$ cat config.mk
export PLATFORM = sky130hd
export DESIGN_NAME = sync_rom_seq_player
export DESIGN_NICKNAME = d
export VERILOG_FILES = /design/src/rtl/sync_rom_seq_player.sv
export SDC_FILE = /design/constraint.sdc
export NUM_CORES = 1
export LEC_CHECK = 0
export ABC_CLOCK_PERIOD_IN_PS = 2370
export CAP_MARGIN = 5
export CORE_AREA = 2 2 48 50
export CTS_BUF_LIST = sky130_fd_sc_hd__clkbuf_4 sky130_fd_sc_hd__clkbuf_8
export DETAILED_ROUTE_END_ITERATION = 12
export DIE_AREA = 0 0 50 52
export PLACE_DENSITY = 0.79
export SLEW_MARGIN = 20
export SYNTH_ARGS = -nofsm -noshare
export SYNTH_HDL_FRONTEND = slang
export SYNTH_SLANG_ARGS = --single-unit
$ cat constraint.sdc
create_clock -name clock -period 2.37 [get_ports clock]
set_input_delay 0.237 -clock clock [delete_from_list [all_inputs] [get_ports clock]]
set_output_delay 0.237 -clock clock [all_outputs]
set_load 0.005 [all_outputs]
$ cat src/rtl/sync_rom_seq_player.sv
// Pattern-sequence player over a banked one-hot ROM with a start/step/abort handshake.
//
// Ports:
//   clock, reset_n  - rising-edge clock and asynchronous active-low reset.
//   start           - begin playback; accepted only while idle.
//   abort           - drop the sequence and return to idle; wins over start and step.
//   step            - advance to the next entry; accepted only while data_valid is high.
//   bank_sel        - bank to play, latched on start.
//   last_index      - final entry to play, latched on start.
//   data_out        - registered ROM word for the entry at index.
//   index           - entry currently shown.
//   data_valid      - data_out holds the entry at index.
//   busy            - the player is not idle.
//   done            - one-cycle pulse at the end of the sequence.
//
// Build option:
//   SEQ_ROM_LOOP_EN - a step on the last entry pulses done and restarts from entry 0.
//                     Playback then runs until abort. Undefined: playback stops after the last entry.
module sync_rom_seq_player #(
    parameter int DATA_WIDTH = 4,
    parameter int ADDR_WIDTH = 4,
    parameter int BANK_WIDTH = 2
) (
    input  logic                  clock,
    input  logic                  reset_n,
    input  logic                  start,
    input  logic                  abort,
    input  logic                  step,
    input  logic [BANK_WIDTH-1:0] bank_sel,
    input  logic [ADDR_WIDTH-1:0] last_index,
    output logic [DATA_WIDTH-1:0] data_out,
    output logic [ADDR_WIDTH-1:0] index,
    output logic                  data_valid,
    output logic                  busy,
    output logic                  done
);

    typedef enum logic [1:0] {
        IDLE,
        FETCH,
        HOLD,
        DONE
    } state_t;

    state_t                  state_q;
    logic [BANK_WIDTH-1:0]   bank_q;
    logic [ADDR_WIDTH-1:0]   last_q;
    logic [ADDR_WIDTH-1:0]   index_q;
    logic [DATA_WIDTH-1:0]   data_q;
    logic                    valid_q;
    logic                    busy_q;
    logic                    done_q;

    logic [DATA_WIDTH-1:0]   rom_d;
    logic [3:0]              rom_a;
    int unsigned             pos;

    // Bank 0 bit position for each of the 16 base entries.
    function automatic logic [1:0] p0_of(input logic [3:0] i);
        logic [1:0] p;
        unique case (i)
            4'd0:  p = 2'd0;
            4'd1:  p = 2'd2;
            4'd2:  p = 2'd1;
            4'd3:  p = 2'd3;
            4'd4:  p = 2'd0;
            4'd5:  p = 2'd2;
            4'd6:  p = 2'd1;
            4'd7:  p = 2'd3;
            4'd8:  p = 2'd0;
            4'd9:  p = 2'd0;
            4'd10: p = 2'd3;
            4'd11: p = 2'd3;
            4'd12: p = 2'd1;
            4'd13: p = 2'd2;
            4'd14: p = 2'd2;
            4'd15: p = 2'd0;
        endcase
        return p;
    endfunction

    // The contents repeat every 16 entries.
    // Each further bank rotates the one-hot bit up by one position.
    always_comb begin
        rom_a = 4'(index_q);
        pos   = (32'(p0_of(rom_a)) + 32'(bank_q)) % 32'(DATA_WIDTH);
        rom_d = DATA_WIDTH'(1) << pos;
    end

    always_ff @(posedge clock or negedge reset_n) begin
        if (!reset_n) begin
            state_q <= IDLE;
            bank_q  <= '0;
            last_q  <= '0;
            index_q <= '0;
            data_q  <= '0;
            valid_q <= 1'b0;
            busy_q  <= 1'b0;
            done_q  <= 1'b0;
        end else begin
            done_q <= 1'b0;
            if (abort && state_q != IDLE) begin
                state_q <= IDLE;
                valid_q <= 1'b0;
                busy_q  <= 1'b0;
            end else begin
                unique case (state_q)
                    IDLE: begin
                        // An abort in the same cycle suppresses start.
                        if (start && !abort) begin
                            bank_q  <= bank_sel;
                            last_q  <= last_index;
                            index_q <= '0;
                            busy_q  <= 1'b1;
                            state_q <= FETCH;
                        end
                    end
                    FETCH: begin
                        data_q  <= rom_d;
                        valid_q <= 1'b1;
                        state_q <= HOLD;
                    end
                    HOLD: begin
                        if (step) begin
                            valid_q <= 1'b0;
                            if (index_q != last_q) begin
                                index_q <= index_q + 1'b1;
                                state_q <= FETCH;
                            end else begin
                                done_q  <= 1'b1;
`ifdef SEQ_ROM_LOOP_EN
                                index_q <= '0;
                                state_q <= FETCH;
`else
                                state_q <= DONE;
`endif
                            end
                        end
                    end
                    DONE: begin
                        busy_q  <= 1'b0;
                        state_q <= IDLE;
                    end
                    default: begin
                        state_q <= IDLE;
                    end
                endcase
            end
        end
    end

    assign data_out   = data_q;
    assign index      = index_q;
    assign data_valid = valid_q;
    assign busy       = busy_q;
    assign done       = done_q;

endmodule

==> results.toml, run 1 <==
[status]
outcome = "finished, final reports clean"

[pwr]
netSwitchingPower_uw = 249.2
static-leakage-power_nw = 0.5639
share_clk_of_total_power_pct = 20.4
switching_share_pct = 28.46
irDropWorstVdd_uv = 373.2
part_of_the_total_power_dissipated_in_sequential_elements_pct = 49.9
intPower_uw = 626.5
power_per_cell_area_mw_per_mm2 = 664.1
pwr-share-comb_pct = 29.8

[timing]
finalCritPeriodShare_pct = 83.18
rsz0062_at_grt = "no"
final-hold-violation-count = 0
worst-slew-pin-transition_ps = 533.1
timing.final.max_slew_violations = 0
clock_skew_ps = 4.095
setup_viol = 0
hold-worst-slack_ps = 259.2
post-route-min-period_ps = 1971
timing.fmax_mhz = 507.3
timing.setup.tns_ps = 0
max_slew_margin_pct = 64.27

[synth]
synth_common_cells = "19 x sky130_fd_sc_hd__dfrtp_1, 8 x sky130_fd_sc_hd__nand2_1, 5 x sky130_fd_sc_hd__inv_1, 5 x sky130_fd_sc_hd__mux2_2"
synth.most_common_cell = "sky130_fd_sc_hd__dfrtp_1"
synth-edff-count = 0
count_of_state_elements_after_synthesis = 19
synth-xor-area-share_pct = 7.271
ys_dominant_reg_cell = "sky130_fd_sc_hd__dfrtp_1"
mappedNetlistArea_mm2 = 0.001050
muxShareOfSynthArea_pct = 13.11
post_synth_and_or_nand_nor_area_fraction_pct = 14.66
synthTopCellsByArea = "sky130_fd_sc_hd__dfrtp_1 45%, sky130_fd_sc_hd__mux2_2 5.4%, sky130_fd_sc_hd__ha_1 3.6%"
synthAdderAreaFrac_pct = 3.576
synthDominantCellAreaShare_pct = 45.29
synth-compound-area-share_pct = 11.92
combinational_family_with_the_most_area_after_synthesis = "simple AND/OR/NAND/NOR gates"
yosysSeqAreaShare_pct = 45.29
synthesis.area_per_instance_um2 = 11.54
number_of_cells_produced_by_synthesis = 91
yosys_warnings = 0
post-synth-top-area-cell = "sky130_fd_sc_hd__dfrtp_1"
share_of_async_settable_or_async_resettable_flops_after_synthesis_pct = 100.0
synth.net_count = 105
synth.distinct_cells = 31

[critical_path]
r2r_slack_ps = 400
worst_setup_path_start_kind = "flip-flop"
number_of_cell_instances_on_the_worst_register_to_register_path = 7
stage_delay_of_the_slowest_cell_on_the_critical_path_ps = 540
crit_cells = 7
r2r_end = "data_out[2]"
timing.critical_path.cells = "inv_1 > ha_1 > mux2_2 > ha_1 > xor2_1 > xnor2_1 > a22o_1"
worstPathRequired_ps = 2560
path_max_fanout = 8
r2r-start = "index[0]"
worst_setup_path_end_kind = "flip-flop"
worstPathArrival_ps = 2160
path_common_cell = "sky130_fd_sc_hd__ha_1"
cp_top_family = "flip-flops"
worst_setup_path_category = "reg -> reg"
worst-path-buf-inv = 1
cp_slowest_cell = "sky130_fd_sc_hd__dfrtp_1"

[clock_network]
worst_setup_hold_path_clk_slew_ps = 110
cts-root-to-sink-buffers = 2
clock_insertion_delay_worst_skew_ps = 300
post_cts_hold_buffer_count = 0
cts_repair_resize_count = 0
ctsHtreeMaxLevel = 1
cts_sinks = 19
cts_made_buffers = 3
root_buffer = "sky130_fd_sc_hd__clkbuf_4"
post_cts_buffers = 0
cts_tree = "done"

[floorplanning]
floorplan.die_area_mm2 = 0.002600
floorplan_row_count = 17
coreArea_mm2 = 0.002106
die_height_um = 52
ios = 22
initial_utilization_pct = 49.85
die_x_um = 50

[place]
gpl_congestion = 0.8192
portbufs = 21
dp_hpwl_um = 1466

[finish]
final_util_pct = 62.63
area_delta_synth_final_pct = 25.63
nNetsFinal = 130
regArea_um2 = 475.5
antenna-diode-count = 0
fillers = 169
multi_input_logic_area_um2 = 530.5
drive_above_1_share_pct = 17.39

[global_route]
grt_pass1_wl_um = 3263
grtUsageTotal_pct = 16.71
first_global_vias = 730
grt_start_max_net_pins = 20
antenna_found_initial = 0
grt_overflow = 0

[drt]
drt-vias-per-instance = 5.238
route.antenna.remaining_nets = 0
detail_route.first_pass.iterations = 4
post-route-drc-count = 0
via_count = 749
drt_wl_total_um = 1908
detail_routed_net_length_per_standard_cell_um = 13.34
number_of_drc_markers_in_iteration_0 = 7

[job]
drv_cap = 0

[hold_path]
timing.hold.worst.class = "in -> async"
[routing by layer]
layer	share of wire [%]	up-vias	track usage, %	wire [um]
met1	42	367	19.93	794
met3	4.2	2	2.586	80
li1	-	363	-	-
met5	0	-	0	0
met4	0.42	0	5.556	8
met2	54	17	30.48	1024
[registers in the layout (all words and copies together) (netlist names)]
register    count
state_q         2
data_valid      1
index           4
data_out        4
done            1
last_q          4
bank_q          2
busy            1
[worst max-delay path by stage]
stage	endpoint	from
floorplan	data_out[0]	index[0]
global placement	data_out[0]	index[0]
detailed placement	data_out[2]	index[0]
CTS	data_out[2]	index[0]
global route	data_out[2]	index[0]
finish	data_out[2]	index[0]
[kinds of logic (layout without fill, tap and decap cells)]
group | Yosys count | in the layout
multiplexers | 11 | 11
AO/OA/AOI/OAI | 18 | 18
XOR/XNOR | 7 | 7
buffers and inverters | 9 | 33
AND/OR/NAND/NOR | 24 | 24
flip-flops | 19 | 19
adder cells (fa/ha/maj) | 3 | 3
[metrics by stage]
step	instance area, um2	total power [mW]	cells	worst slack (ps)
finish	1319	0.8758	143	398.6
global route	1319	0.9302	143	279.4
CTS	1319	0.8838	143	384.6
detailed placement	1289	0.7096	139	396.0
global placement	1289	0.6998	139	525.8
floorplan	1050	0.5827	91	541.2
[power groups by stage]
stage | logic (mW) | registers (mW) | clock network, mW
3_3_place_gp | 0.258 | 0.442 | 0
5_1_grt | 0.291 | 0.447 | 0.192
4_1_cts | 0.265 | 0.439 | 0.180
6_report | 0.261 | 0.437 | 0.178
3_5_place_dp | 0.264 | 0.446 | 0
2_1_floorplan | 0.145 | 0.437 | 0
[cells in the final DEF, fill, tap and decap left out, types with 2 or more instances in the layout]
| master | instances |
|---|---|
| sky130_fd_sc_hd__o21ai_1 | 4 |
| sky130_fd_sc_hd__clkdlybuf4s50_1 | 21 |
| sky130_fd_sc_hd__nor4b_2 | 2 |
| sky130_fd_sc_hd__nand2_1 | 8 |
| sky130_fd_sc_hd__a21oi_1 | 3 |
| sky130_fd_sc_hd__a211o_1 | 3 |
| sky130_fd_sc_hd__a22o_1 | 3 |
| sky130_fd_sc_hd__nor2_1 | 4 |
| sky130_fd_sc_hd__inv_1 | 5 |
| sky130_fd_sc_hd__buf_4 | 2 |
| sky130_fd_sc_hd__dfrtp_1 | 19 |
| sky130_fd_sc_hd__nor2b_1 | 2 |
| sky130_fd_sc_hd__clkbuf_4 | 4 |
| sky130_fd_sc_hd__xor2_1 | 2 |
| sky130_fd_sc_hd__xnor2_2 | 2 |
| sky130_fd_sc_hd__xnor2_1 | 3 |
| sky130_fd_sc_hd__nand2b_1 | 4 |
| sky130_fd_sc_hd__ha_1 | 3 |
| sky130_fd_sc_hd__mux2_2 | 5 |
| sky130_fd_sc_hd__nand3_1 | 2 |
| sky130_fd_sc_hd__mux2_1 | 3 |
[final cells by class]
class	instances	share of cell area, %
Clock buffer	4	2.277
Inverter	6	1.708
Multi-Input combinational cell	63	40.23
Sequential cell	19	36.05
Tap cell	28	2.657
Timing Repair Buffer	23	17.08
Note: power is estimated with default switching activity, not from simulation.
==> inputs of run 2 (changes only) <==
- ABC_CLOCK_PERIOD_IN_PS: 2370 -> 1600
- CORE_AREA: 2 2 48 50 -> 2 2 51 53
- DIE_AREA: 0 0 50 52 -> 0 0 53 55
- PLACE_DENSITY: 0.79 -> 0.74
- clock period: 2.37 -> 1.6 ns (I/O delays scaled with it)
==> run 2 against run 1 <==
Compared with the run above: largest power group unchanged; highest routed layer unchanged; largest cell class unchanged; combinational power up 78%; cell count rose by 5.6%; critical path type unchanged; first-iteration DRC count increased by 57%; the run now ends with setup timing left; critical endpoint unchanged; global-route usage increased by 0.12 points.
==> results.toml, run 2 (same netlist as run 1, synthesis figures left out) <==
[critical_path]
path_max_fanout = 3
worst_setup_path_start_kind = "flip-flop"
worstPathArrival_ps = 1840
worstPathRequired_ps = 1790
worst_setup_path_end_kind = "flip-flop"
worst_setup_path_category = "reg -> reg"

[drt]
detail_routed_net_length_per_standard_cell_um = 14.26
route.antenna.remaining_nets = 0
post-route-drc-count = 0
number_of_drc_markers_in_iteration_0 = 11
drt-vias-per-instance = 5.132
drt_wl_total_um = 2153
via_count = 775
detail_route.first_pass.iterations = 3

[pwr]
irDropWorstVdd_uv = 609.5
part_of_the_total_power_dissipated_in_sequential_elements_pct = 47.5
pwr-share-comb_pct = 33.6
switching_share_pct = 29.79
power_per_cell_area_mw_per_mm2 = 952.6
static-leakage-power_nw = 0.6180
share_clk_of_total_power_pct = 18.9
intPower_uw = 971.5
total_power_mw = 1.384
netSwitchingPower_uw = 412.2

[global_route]
grt_pass1_wl_um = 3484
grtUsageTotal_pct = 16.83
grt_start_max_net_pins = 20
grt_overflow = 0
antenna_found_initial = 0
first_global_vias = 766

[timing]
post-route-min-period_ps = 1649
finalCritPeriodShare_pct = 103.0
worst-slew-pin-transition_ps = 302.9
timing.fmax_mhz = 606.6
setup_viol = 2
final-hold-violation-count = 0
timing.final.max_slew_violations = 0
final_worst_path_setup_slack_ps = -48.60
max_slew_margin_pct = 79.80
rsz0062_at_grt = "yes"
hold-worst-slack_ps = 178.8
clock_skew_ps = 0.5725

[finish]
antenna-diode-count = 0
final_util_pct = 61.43
nNetsFinal = 136
layout_commonest_cell = "sky130_fd_sc_hd__clkdlybuf4s50_1"
area_delta_synth_final_pct = 38.38
fillers = 204
top_library_cells_by_usage_in_the_layout_fill_and_taps_aside = "21 x sky130_fd_sc_hd__clkdlybuf4s50_1, 17 x sky130_fd_sc_hd__dfrtp_1, 7 x sky130_fd_sc_hd__nand2_1, 7 x sky130_fd_sc_hd__buf_4, 5 x sky130_fd_sc_hd__xnor2_2"
drive_above_1_share_pct = 31.40

[clock_network]
post_cts_hold_buffer_count = 0
ctsHtreeMaxLevel = 1
cts_made_buffers = 3
root_buffer = "sky130_fd_sc_hd__clkbuf_4"
worst_setup_hold_path_clk_slew_ps = 110
cts-root-to-sink-buffers = 2
cts_tree = "done"
clock_insertion_delay_worst_skew_ps = 290
cts_sinks = 19

[floorplanning]
floorplan.die_area_mm2 = 0.002915
die_x_um = 53
ios = 22
floorplan_row_count = 18
coreArea_mm2 = 0.002365
initial_utilization_pct = 44.39
die_height_um = 55

[place]
portbufs = 21
dp_hpwl_um = 1576
gpl_congestion = 0.7484

[hold_path]
timing.hold.worst.class = "in -> async"

[job]
drv_cap = 0

[status]
outcome = "finished with violations"
failed_checks = "setup timing"
run 2: through the flow:
step | std cells | worst slack, ps | setup TNS [ps] | instance area [um2]
after global placement | 147 | -4.591 | -4.591 | 1368
after floorplan | 91 | -79.06 | -156.3 | 1087
final | 151 | -48.60 | -88.53 | 1453
after global routing | 151 | -99.88 | -257.8 | 1453
after CTS | 151 | -56.66 | -163.3 | 1416
after detailed placement | 147 | -44.52 | -79.92 | 1368
run 2: repair_timing:
action / 4_1_cts / 5_1_grt
resized for setup: 2 / 5
endpoints found under the setup margin: 5 / 9
pin swaps: 2 / 6
buffers inserted: 0 / 0
run 2: final timing paths:
kind | cells past startpoint | to | slack (ps) | startpoint
hold / removal | 2 | data_valid | 180 | reset_n
setup reg to reg | 6 | data_out[2] | -50 | index[1]
hold reg to reg | 2 | data_out[3] | 520 | data_out[3]
setup / recovery | 6 | data_out[2] | -50 | index[1]
max in group asynchronous | 2 | index[1] | 1200 | reset_n
min in group clock | 2 | bank_q[0] | 470 | bank_sel[0]
run 2: layout make-up:
class	instances	area, um2	area share, %
clock buffers	4	30.03	2.067
inverters	6	22.52	1.550
multi-input cells	63	610.6	42.03
flip-flops and latches	19	478.0	32.90
well taps	30	37.54	2.584
repair buffers	29	274.0	18.86
run 2: per-layer routing:
metal  vias up  part of all wire, %  track usage, %
met5         -                    0               0
met2        11                   53           29.17
met1       386                   43           21.44
met4         0                 0.93           6.410
met3         2                  2.8           2.419
li1        376                    -               -
run 2: power groups by stage:
stage          clock network (mW)  logic, mW  registers (mW)
2_1_floorplan                   0      0.223           0.654
3_3_place_gp                    0      0.416           0.655
3_5_place_dp                    0      0.431           0.658
4_1_cts                     0.267      0.446           0.655
5_1_grt                     0.286      0.507           0.671
6_report                    0.261      0.465           0.658
run 2: worst max-delay path: stages (launching register included):
cell	delay [ps]
sky130_fd_sc_hd__dfrtp_2	430
sky130_fd_sc_hd__buf_4	150
sky130_fd_sc_hd__mux2_4	270
sky130_fd_sc_hd__ha_4	180
sky130_fd_sc_hd__xor2_4	160
sky130_fd_sc_hd__xnor2_2	160
sky130_fd_sc_hd__a22o_1	200
